[src/rtl/uart_pkg.sv]
// ---------------------------------------------------------------------------
// uart_pkg
// Shared definitions for the UART receive path: the receiver FSM state
// encoding, the frame data width, and the helper that turns a clock
// frequency and line rate into the number of system clocks per bit.
// No ports.
// ---------------------------------------------------------------------------
package uart_pkg;

    typedef enum logic [1:0] {
        IDLE  = 2'd0,
        START = 2'd1,
        DATA  = 2'd2,
        STOP  = 2'd3
    } uart_rx_state_t;

    localparam int DATA_BITS = 8;

    // Integer division is intentional: the receiver counts whole clocks per
    // bit, so any fractional remainder shows up as baud-rate error.
    function automatic int calc_clks_per_bit(input int clk_freq, input int baud_rate);
        return clk_freq / baud_rate;
    endfunction

endpackage

[src/rtl/sync_fifo.sv]
// ---------------------------------------------------------------------------
// sync_fifo
// Single-clock first-word-fall-through FIFO. The head entry is always
// visible on rd_data (0 when empty); a pop shows the next entry on the
// same edge.
// Ports:
//   clk, reset      - clock, asynchronous active-low reset
//   wr_en, wr_data  - push request and data; accepted when not full or
//                     when a pop happens in the same cycle
//   rd_en           - pop request, ignored when empty
//   rd_data         - head entry, 0 when empty
//   empty, full     - occupancy flags
//   count           - current occupancy
// ---------------------------------------------------------------------------
module sync_fifo #(
    parameter int WIDTH = 8,
    parameter int DEPTH = 16
) (
    input  logic                       clk,
    input  logic                       reset,
    input  logic                       wr_en,
    input  logic [WIDTH-1:0]           wr_data,
    input  logic                       rd_en,
    output logic [WIDTH-1:0]           rd_data,
    output logic                       empty,
    output logic                       full,
    output logic [$clog2(DEPTH):0]     count
);

    localparam int AW = $clog2(DEPTH);
    localparam int CW = AW + 1;

    logic [WIDTH-1:0] mem [DEPTH];
    logic [AW-1:0]    wr_ptr;
    logic [AW-1:0]    rd_ptr;
    logic             do_write;
    logic             do_read;

    // A write into a full FIFO is still accepted when the head leaves in
    // the same cycle; a read of an empty FIFO never happens, so a
    // simultaneous push/pop on empty only pushes.
    always_comb begin
        do_read  = rd_en && !empty;
        do_write = wr_en && (!full || rd_en);
    end

    // Storage is deliberately not reset; only the pointers define validity.
    always_ff @(posedge clk) begin
        if (do_write) begin
            mem[wr_ptr] <= wr_data;
        end
    end

    // Pointers wrap naturally at DEPTH because DEPTH is a power of two;
    // count moves only when exactly one of push/pop happens.
    always_ff @(posedge clk or negedge reset) begin
        if (!reset) begin
            wr_ptr <= '0;
            rd_ptr <= '0;
            count  <= '0;
        end else begin
            if (do_write) begin
                wr_ptr <= wr_ptr + AW'(1);
            end
            if (do_read) begin
                rd_ptr <= rd_ptr + AW'(1);
            end
            case ({do_write, do_read})
                2'b10:   count <= count + CW'(1);
                2'b01:   count <= count - CW'(1);
                default: count <= count;
            endcase
        end
    end

    // Flags and head data are decoded from the registered count/pointers,
    // so they change on the same edge as the push or pop that caused them.
    always_comb begin
        empty   = (count == '0);
        full    = (count == CW'(DEPTH));
        rd_data = empty ? '0 : mem[rd_ptr];
    end

endmodule

[src/rtl/uart_rx_fifo.sv]
// ---------------------------------------------------------------------------
// uart_rx_fifo
// Buffered 8N1 UART receiver. rx is synchronised, deframed with mid-bit
// sampling and good bytes are pushed into a FWFT FIFO read by the host.
// Ports:
//   clk, reset   - system clock, asynchronous active-low reset
//   rx           - asynchronous serial input, idle high
//   rd_en        - pop request (ignored when empty)
//   clr_err      - pulse clearing frame_err and overrun
//   rd_data      - FIFO head byte, 0 when empty
//   empty, full  - FIFO occupancy flags
//   count        - FIFO occupancy
//   frame_err    - sticky, a stop bit was sampled low
//   overrun      - sticky, a good byte was dropped because the FIFO was full
//   busy         - receiver FSM is not idle
// ---------------------------------------------------------------------------
module uart_rx_fifo
    import uart_pkg::*;
#(
    parameter int CLK_FREQ   = 50_000_000,
    parameter int BAUD_RATE  = 1_000_000,
    parameter int FIFO_DEPTH = 16
) (
    input  logic                          clk,
    input  logic                          reset,
    input  logic                          rx,
    input  logic                          rd_en,
    input  logic                          clr_err,
    output logic [7:0]                    rd_data,
    output logic                          empty,
    output logic                          full,
    output logic [$clog2(FIFO_DEPTH):0]   count,
    output logic                          frame_err,
    output logic                          overrun,
    output logic                          busy
);

    localparam int CLKS_PER_BIT = calc_clks_per_bit(CLK_FREQ, BAUD_RATE);
    localparam int CNT_W        = $clog2(CLKS_PER_BIT);
    localparam int IDX_W        = $clog2(DATA_BITS);

    localparam logic [CNT_W-1:0] HALF_LAST = CNT_W'(CLKS_PER_BIT / 2 - 1);
    localparam logic [CNT_W-1:0] BIT_LAST  = CNT_W'(CLKS_PER_BIT - 1);
    localparam logic [IDX_W-1:0] IDX_LAST  = IDX_W'(DATA_BITS - 1);

    logic                 rx_meta;
    logic                 rx_sync;
    uart_rx_state_t       state;
    uart_rx_state_t       state_next;
    logic [CNT_W-1:0]     bit_cnt;
    logic [CNT_W-1:0]     bit_cnt_next;
    logic [IDX_W-1:0]     bit_idx;
    logic [IDX_W-1:0]     bit_idx_next;
    logic [7:0]           shift_reg;
    logic [7:0]           shift_next;
    logic                 push;
    logic                 set_frame;
    logic                 set_overrun;
    logic                 can_accept;

    // Two-flop synchronizer; both stages reset high so reset release never
    // looks like a start bit.
    always_ff @(posedge clk or negedge reset) begin
        if (!reset) begin
            rx_meta <= 1'b1;
            rx_sync <= 1'b1;
        end else begin
            rx_meta <= rx;
            rx_sync <= rx_meta;
        end
    end

    // Receiver state register: state, clock-per-bit counter, bit index and
    // the partially assembled byte. Reset discards any frame in progress.
    always_ff @(posedge clk or negedge reset) begin
        if (!reset) begin
            state     <= IDLE;
            bit_cnt   <= '0;
            bit_idx   <= '0;
            shift_reg <= '0;
        end else begin
            state     <= state_next;
            bit_cnt   <= bit_cnt_next;
            bit_idx   <= bit_idx_next;
            shift_reg <= shift_next;
        end
    end

    // A pop in the same cycle frees a slot even when full, so the byte can
    // still be pushed.
    always_comb begin
        can_accept = !full || (rd_en && !empty);
    end

    // Deframing: the start bit is confirmed half a bit in, which lines every
    // later sample up with the middle of its bit. The stop bit is judged at
    // its middle and the FSM goes idle right there, leaving the second half
    // of the stop bit as margin for catching the next start edge.
    always_comb begin
        state_next   = state;
        bit_cnt_next = bit_cnt;
        bit_idx_next = bit_idx;
        shift_next   = shift_reg;
        push         = 1'b0;
        set_frame    = 1'b0;
        set_overrun  = 1'b0;
        unique case (state)
            IDLE: begin
                if (!rx_sync) begin
                    state_next   = START;
                    bit_cnt_next = '0;
                end
            end
            START: begin
                if (bit_cnt == HALF_LAST) begin
                    bit_cnt_next = '0;
                    bit_idx_next = '0;
                    state_next   = rx_sync ? IDLE : DATA;
                end else begin
                    bit_cnt_next = bit_cnt + CNT_W'(1);
                end
            end
            DATA: begin
                if (bit_cnt == BIT_LAST) begin
                    bit_cnt_next = '0;
                    shift_next   = {rx_sync, shift_reg[7:1]};
                    if (bit_idx == IDX_LAST) begin
                        state_next = STOP;
                    end else begin
                        bit_idx_next = bit_idx + IDX_W'(1);
                    end
                end else begin
                    bit_cnt_next = bit_cnt + CNT_W'(1);
                end
            end
            STOP: begin
                if (bit_cnt == BIT_LAST) begin
                    bit_cnt_next = '0;
                    state_next   = IDLE;
                    if (rx_sync) begin
                        if (can_accept) begin
                            push = 1'b1;
                        end else begin
                            set_overrun = 1'b1;
                        end
                    end else begin
                        set_frame = 1'b1;
                    end
                end else begin
                    bit_cnt_next = bit_cnt + CNT_W'(1);
                end
            end
            default: begin
                state_next = IDLE;
            end
        endcase
    end

    // Sticky error flags: a new event in the same cycle as clr_err wins so
    // an error is never silently lost.
    always_ff @(posedge clk or negedge reset) begin
        if (!reset) begin
            frame_err <= 1'b0;
            overrun   <= 1'b0;
        end else begin
            if (set_frame) begin
                frame_err <= 1'b1;
            end else if (clr_err) begin
                frame_err <= 1'b0;
            end
            if (set_overrun) begin
                overrun <= 1'b1;
            end else if (clr_err) begin
                overrun <= 1'b0;
            end
        end
    end

    // Busy follows the registered state, so it rises the cycle after the
    // FSM leaves IDLE and drops the cycle after the stop-bit sample.
    always_comb begin
        busy = (state != IDLE);
    end

    sync_fifo #(
        .WIDTH (DATA_BITS),
        .DEPTH (FIFO_DEPTH)
    ) u_fifo (
        .clk     (clk),
        .reset   (reset),
        .wr_en   (push),
        .wr_data (shift_reg),
        .rd_en   (rd_en),
        .rd_data (rd_data),
        .empty   (empty),
        .full    (full),
        .count   (count)
    );

endmodule

[config.mk]
export PLATFORM = sky130hd
export DESIGN_NAME = uart_rx_fifo
export DESIGN_NICKNAME = d
export VERILOG_FILES = /design/src/rtl/uart_pkg.sv /design/src/rtl/sync_fifo.sv /design/src/rtl/uart_rx_fifo.sv
export SDC_FILE = /design/constraint.sdc
export NUM_CORES = 1
export LEC_CHECK = 0
export BUFFER_PORTS_ARGS = -buffer_cell sky130_fd_sc_hd__buf_2
export CAP_MARGIN = 10
export CORE_MARGIN = 2
export CORE_UTILIZATION = 55
export DETAILED_ROUTE_END_ITERATION = 10
export GPL_TIMING_DRIVEN = 0
export PLACE_DENSITY = 0.82
export SLEW_MARGIN = 40
export SYNTH_ARGS = -nofsm -noshare
export SYNTH_HDL_FRONTEND = slang
export SYNTH_HIERARCHICAL = 1
export SYNTH_SLANG_ARGS = --single-unit
[constraint.sdc]
create_clock -name clk -period 4.5 [get_ports clk]
set_input_delay 0.225 -clock clk [delete_from_list [all_inputs] [get_ports clk]]
set_output_delay 0.225 -clock clk [all_outputs]
set_load 0.05 [all_outputs]
* Word level (Yosys, flattened, before mapping)
Memories as Yosys holds them, arrays and structs flattened.
Index checks and enable logic that the tools add are counted.
** Storage, ports and cells
- Output and inout port bits :: 18
- Memories :: 1
- Logic and storage cells :: 83
- Flip-flop bits (word level) :: 36
- Bits in writable memories :: 128
** Cells by class
- Multiplexer cells :: 33
- Add/subtract/negate cells :: 6
- Reductions and logical operators :: 17
- Eq/ne operators :: 15
** Memory list
- u_fifo.mem :: depth 16, bits a word 8, rd ports 1, clocked after memory_dff 0, wr ports 1, line sync_fifo.sv:33 : logic [WIDTH-1:0] mem [DEPTH];
** Operators with widths (count)
- $mux W6 :: 3
- $pmux W6 S3 :: 1
- $mux W1 :: 16
- $mux W2 :: 6
- $ne A2 B2 Y1 const B :: 6
- $pmux W5 S2 :: 1
- $reduce_bool A2 Y1 :: 5
- $mux W3 :: 3
- $add A4 B1 Y4 const B :: 2
- $mux W8 :: 1
- $pmux W2 S4 :: 1
- $add A6 B1 Y6 const B :: 1
- $eq A2 B2 Y1 const B :: 3
- $eq A6 B5 Y1 const B :: 1
- $eq A6 B6 Y1 const B :: 1
- $pmux W3 S2 :: 1
- $add A5 B1 Y5 const B :: 1
- $eq A5 B5 Y1 const B :: 1
- $logic_not A5 Y1 :: 1
- $reduce_and A5 Y1 :: 1
- $sub A5 B1 Y5 const B :: 1
- $eq A2 B1 Y1 const B :: 2
- $reduce_and A4 Y1 :: 1
- $add A3 B1 Y3 const B :: 1
- 7 further kinds :: 10

* Depth between registers and ports, before layout
- Depth in word-level cells :: 11
- Depth in mapped cells :: 16
- Gate-level depth less buffers :: 15

* Cells and area by module
The synthesis kept the hierarchy.
** Modules (own cells, without submodules)
- sync_fifo :: instances 1, cells each 308, area an instance 5825.6 um^2, sequential area each 4169.0 um^2
- uart_rx_fifo :: instances 1, cells each 105, area an instance 1156.1 um^2, sequential area each 578.1 um^2

* Worst setup path before layout
OpenSTA, ideal clock, no wires.
- Path type :: register to register
- Start :: register u_fifo.count[1]
- End :: register u_fifo.count[4]
- Required time :: 4.355 ns
- Stages on the path, launching flop included :: 15
- Library setup time :: 0.145 ns
- Buffers on the path :: 1
- Arrival :: 4.308 ns
- Clock period less this slack :: 4.453 ns
- Path slack :: 0.047 ns
- Cells stage by stage :: dfrtp_1 > or4_4 > nor2_1 > o21ai_0 > nor2b_1 > o31a_4 > clkinv_4 > ha_1 > clkbuf_1 > xor2_1 > ha_1 > o211a_1 > or4_1 > o211ai_1 > a311oi_1
** On the way
- Longest elaborated chain between the ends :: 11
** RTL lines
- start: declaration :: line sync_fifo.sv:27 : output logic [$clog2(DEPTH):0] count
- start signal: assignment :: line sync_fifo.sv:69 : 2'b10: count <= count + CW'(1);
- start signal: assignment :: line sync_fifo.sv:70 : 2'b01: count <= count - CW'(1);
- start signal: assignment :: line sync_fifo.sv:71 : default: count <= count;
- $logic_not A5 Y1 (*) :: line sync_fifo.sv:79 : empty = (count == '0);
- named net empty :: line uart_rx_fifo.sv:30 : output logic empty,
- $logic_not A1 Y1 (*) :: line uart_rx_fifo.sv:92 : can_accept = !full || (rd_en && !empty);
- $logic_and A1 B1 Y1 (*) :: line uart_rx_fifo.sv:92
- $logic_or A1 B1 Y1 (*) :: line uart_rx_fifo.sv:92
- $mux W1 (*) :: line uart_rx_fifo.sv:141 : if (can_accept) begin
- $mux W1 (*) :: line uart_rx_fifo.sv:140 : if (rx_sync) begin
- $mux W1 (*) :: line uart_rx_fifo.sv:137 : if (bit_cnt == BIT_LAST) begin
- $mux W1 (*) :: line uart_rx_fifo.sv:107 : unique case (state)
- named net push :: line uart_rx_fifo.sv:56 : logic push;
- $logic_and A1 B1 Y1 (*) :: line sync_fifo.sv:44 : do_write = wr_en && (!full || rd_en);
- $eq A2 B1 Y1 or $eq A2 B2 Y1 (tied branches) :: line sync_fifo.sv:68 : case ({do_write, do_read})
- $pmux W5 S2 or $reduce_bool A2 Y1 (tied branches)
Mark *: on every way through the listed nets, which the timed path passes. The rest lies on a longest branch.
A chain may end at the register's enable or synchronous reset.

* Worst setup path in the final report
- Start :: register u_fifo.count[1]
- End :: register u_fifo.count[4]
** On the way
- Longest elaborated chain between the ends :: 11
** RTL lines (line)
- $logic_not A5 Y1 :: sync_fifo.sv:79
- $logic_not A1 Y1 :: uart_rx_fifo.sv:92
- $logic_and A1 B1 Y1 :: uart_rx_fifo.sv:92
- $logic_or A1 B1 Y1 (*) :: uart_rx_fifo.sv:92
- $mux W1 (*) :: uart_rx_fifo.sv:141
- $mux W1 (*) :: uart_rx_fifo.sv:140
- $mux W1 (*) :: uart_rx_fifo.sv:137
- $mux W1 (*) :: uart_rx_fifo.sv:107
- named net push :: uart_rx_fifo.sv:56
- $logic_and A1 B1 Y1 (*) :: sync_fifo.sv:44
- $eq A2 B1 Y1 or $eq A2 B2 Y1 (tied branches) :: sync_fifo.sv:68
- $pmux W5 S2 or $reduce_bool A2 Y1 (tied branches)
Marked as above.

==> results.py <==
metrics = {
    "run_status": {
        "outcome": "finished clean",
    },
    "worst_hold_path": {
        "hold_path_class": "input port to flip-flop",
        "min_from": "clr_err",
        "whs_path_depth": 2,
    },
    "route": {
        "drtIter0Drc": 407,
        "wl_um": 13200,
        "route.vias.total": 3822,
        "firstDrtPassIters": 5,
        "viasPerCell": 5.963,
        "avgRoutedWirePerCell_um": 20.59,
        "drc": 0,
        "ant_nets": 0,
    },
    "yosys": {
        "ys_warn_count": 6,
        "yosys.area_share.xor_xnor": 0.01380,
        "synth_ff_type": "edfxtp_1",
        "netlist_area_sq_um": 6982,
        "synth_cell_types": 53,
        "synth-simple-area-share": 0.06577,
        "synth_top_family_by_area": "multiplexers",
        "synth_compound_area_frac": 0.05735,
        "syn_inst": 413,
        "yosysSeqAreaShare": 0.6799,
        "ys_ff_latch": 164,
        "async_flop_share": 0.2195,
        "synth_edf_count": 128,
        "synthMuxAreaShare": 0.1324,
        "syn_nets": 432,
        "yosys.area_share.adder": 0.02509,
        "avgSynthCellArea_sq_um": 16.90,
    },
    "setup_path": {
        "required_ps": 4780,
        "endpoint_kind": "flip-flop",
        "startpoint": "u_fifo/count[1]",
        "path_max_fanout": 11,
        "reg2reg_from": "u_fifo/count[1]",
        "crit_top_cell": "ha_1",
        "path_cells": "or4_4, nor2_2, o21ai_0, nor2b_1, o31a_4, clkinv_4, ha_1, clkbuf_1, xor2_1, ha_1, o211a_1, or4_1, o211ai_1, a311oi_1",
        "r2r_cells": 14,
        "slowest_stage": "or4_4",
        "path_buf_inv": 2,
        "crit_cells": 14,
        "start_kind": "flip-flop",
        "slowest_delay_ps": 610,
        "path_class": "flip-flop to flip-flop",
        "crit_family": "simple AND/OR/NAND/NOR gates",
        "cp.arrival_ps": 4310,
    },
    "clock_tree": {
        "cts-root-buf": "clkbuf_16",
        "cts_htree_levels": 4,
        "path_clk_slew_ps": 60,
        "numCtsBuffers": 17,
        "cts_max_path_buffers": 2,
        "cts.sinks": 164,
        "cts_tree": "yes",
        "clock_latency_ps": 420,
    },
    "die": {
        "die_w_um": 116.7,
        "ios": 23,
        "fp.dieH_um": 116.7,
        "floorplan.initialDensity": 0.5578,
        "rows": 41,
        "core_area_sq_um": 12520,
        "die_area_sq_um": 13610,
    },
    "power": {
        "power_leakage_nw": 2.876,
        "p_per_area_nw_per_um2": 584.6,
        "power.switching_mw": 1.557,
        "pwr-share-comb": 0.332,
        "ir_drop_mv": 0.4742,
        "sw_frac_of_total": 0.3367,
        "internal_power_mw": 3.068,
        "p_seq_frac": 0.379,
        "clkPwrFrac": 0.289,
    },
    "global_route": {
        "overflow": 0,
        "grt_max_degree": 37,
        "grt_pass1_vias": 3876,
        "grtUsageTotal": 0.2169,
        "antenna_found_initial": 0,
        "grt_pass1_wl_um": 21110,
    },
    "timing": {
        "drv_slew": 0,
        "setup_viol": 0,
        "rsz0062_at_grt": "no",
        "fin_crit_ps": 4029,
        "finalCritPeriodShare": 0.8954,
        "fin_skew_ps": 7.648,
        "finalSetupTns_ps": 0,
        "hold_viol_final": 0,
        "max_freq_mhz": 248.2,
        "max_slew_margin": 0.4620,
        "worst_slew_pin_slew_ps": 804.0,
    },
    "cells_and_area": {
        "drive_gt1_frac": 0.2601,
        "final_cell_mix": "edfxtp_1, dfrtp_1, mux4_2",
        "utilization": 0.6321,
        "diodes": 0,
        "final_common_cell": "edfxtp_1",
        "largest_reg_flops": 128,
        "area_delta_synth_final_pct": 13.33,
        "nNetsFinal": 475,
    },
    "place": {
        "port_buffers": 22,
        "hpwl_um": 8612,
        "routabilityCongestion": 0.8611,
    },
    "flow_run": {
        "cap_violations": 0,
    },
}
cell usage after synthesis (all sizes together), types with 9 or more instances:
cell type,n,share of area
nand3,11,0.0079
nand2,13,0.0070
o21ai,9,0.0065
mux4,32,0.10
dfrtp,34,0.12
mux2,11,0.018
inv,18,0.0097
nor2,13,0.0073
ha,14,0.025
edfxtp,128,0.55
a211oi,16,0.017
buf,12,0.010
nor2b,9,0.0081
stage by stage:
| step | area [sq um] | setup slack [ps] | std cells | total power, mW | hold WS (ps) |
|---|---|---|---|---|---|
| 6_report | 7913 | 470.7 | 641 | 4.626 | 26.73 |
| 3_5_place_dp | 7322 | 284.6 | 607 | 3.316 | 332.5 |
| 5_1_grt | 7913 | 249.4 | 641 | 4.828 | 43.22 |
| 3_3_place_gp | 7307 | 460.0 | 607 | 3.265 | 330.8 |
| 4_1_cts | 7903 | 262.9 | 641 | 4.652 | 5.215 |
| 2_1_floorplan | 6982 | 46.88 | 413 | 2.959 | -70.59 |
worst reg2reg max path: cells and delay by family, from the launching register on:
family                     cells  cell delay [ps]
adders and majority gates      2              420
and+or+nand+nor                4             1650
DFF                            1              460
AOI/OAI and AO/OA              5              750
xor gates and xnor gates       1              130
buffers and inverters          2              490
metal layers:
layer,part of all wire,vias to the layer above,track usage
li1,-,1706,-
met2,0.50,148,0.3450
met4,0.025,0,0.08863
met5,0,-,0
met3,0.060,27,0.05605
met1,0.41,1941,0.2905
power groups by stage:
stage,sequential (mW),combinational [mW],clock (mW)
2_1_floorplan,1.85,1.11,0
3_3_place_gp,1.78,1.49,0
3_5_place_dp,1.78,1.54,0
4_1_cts,1.75,1.55,1.35
5_1_grt,1.76,1.65,1.42
6_report,1.75,1.54,1.34
final timing paths:
check | end | slack, ps
max in group asynchronous | rx_sync | 3850
max reg2reg | u_fifo/count[4] | 470
min reg2reg | rx_sync | 360
min in group asynchronous | bit_cnt[1] | 290
max | u_fifo/count[4] | 470
min | overrun | 30
kinds of logic after synthesis:
kind of cell             Yosys count
multiplexers                      51
flip-flops                       164
buffers and inverters             39
AO/OA/AOI/OAI                     56
XOR/XNOR                          11
adder cells (fa/ha/maj)           14
AND/OR/NAND/NOR                   78
area by class of cell:
| type | instances | area (sq um) |
|---|---|---|
| clock inverter | 4 | 20.02 |
| clock buffer | 28 | 540.5 |
| multi-input combinational | 210 | 2078 |
| buffer | 20 | 102.6 |
| timing repair buffer | 24 | 132.6 |
| fill | 896 | 4604 |
| tap | 172 | 215.2 |
| inverter | 19 | 76.32 |
| sequential | 164 | 4747 |
repair_timing:
item | in CTS | in global routing
buffers inserted | 0 | 0
hold endpoints to repair | 35 | 0
hold buffers | 2 | 0
resized for setup | 0 | 0
No activity file was read; power rests on OpenSTA's default activity.
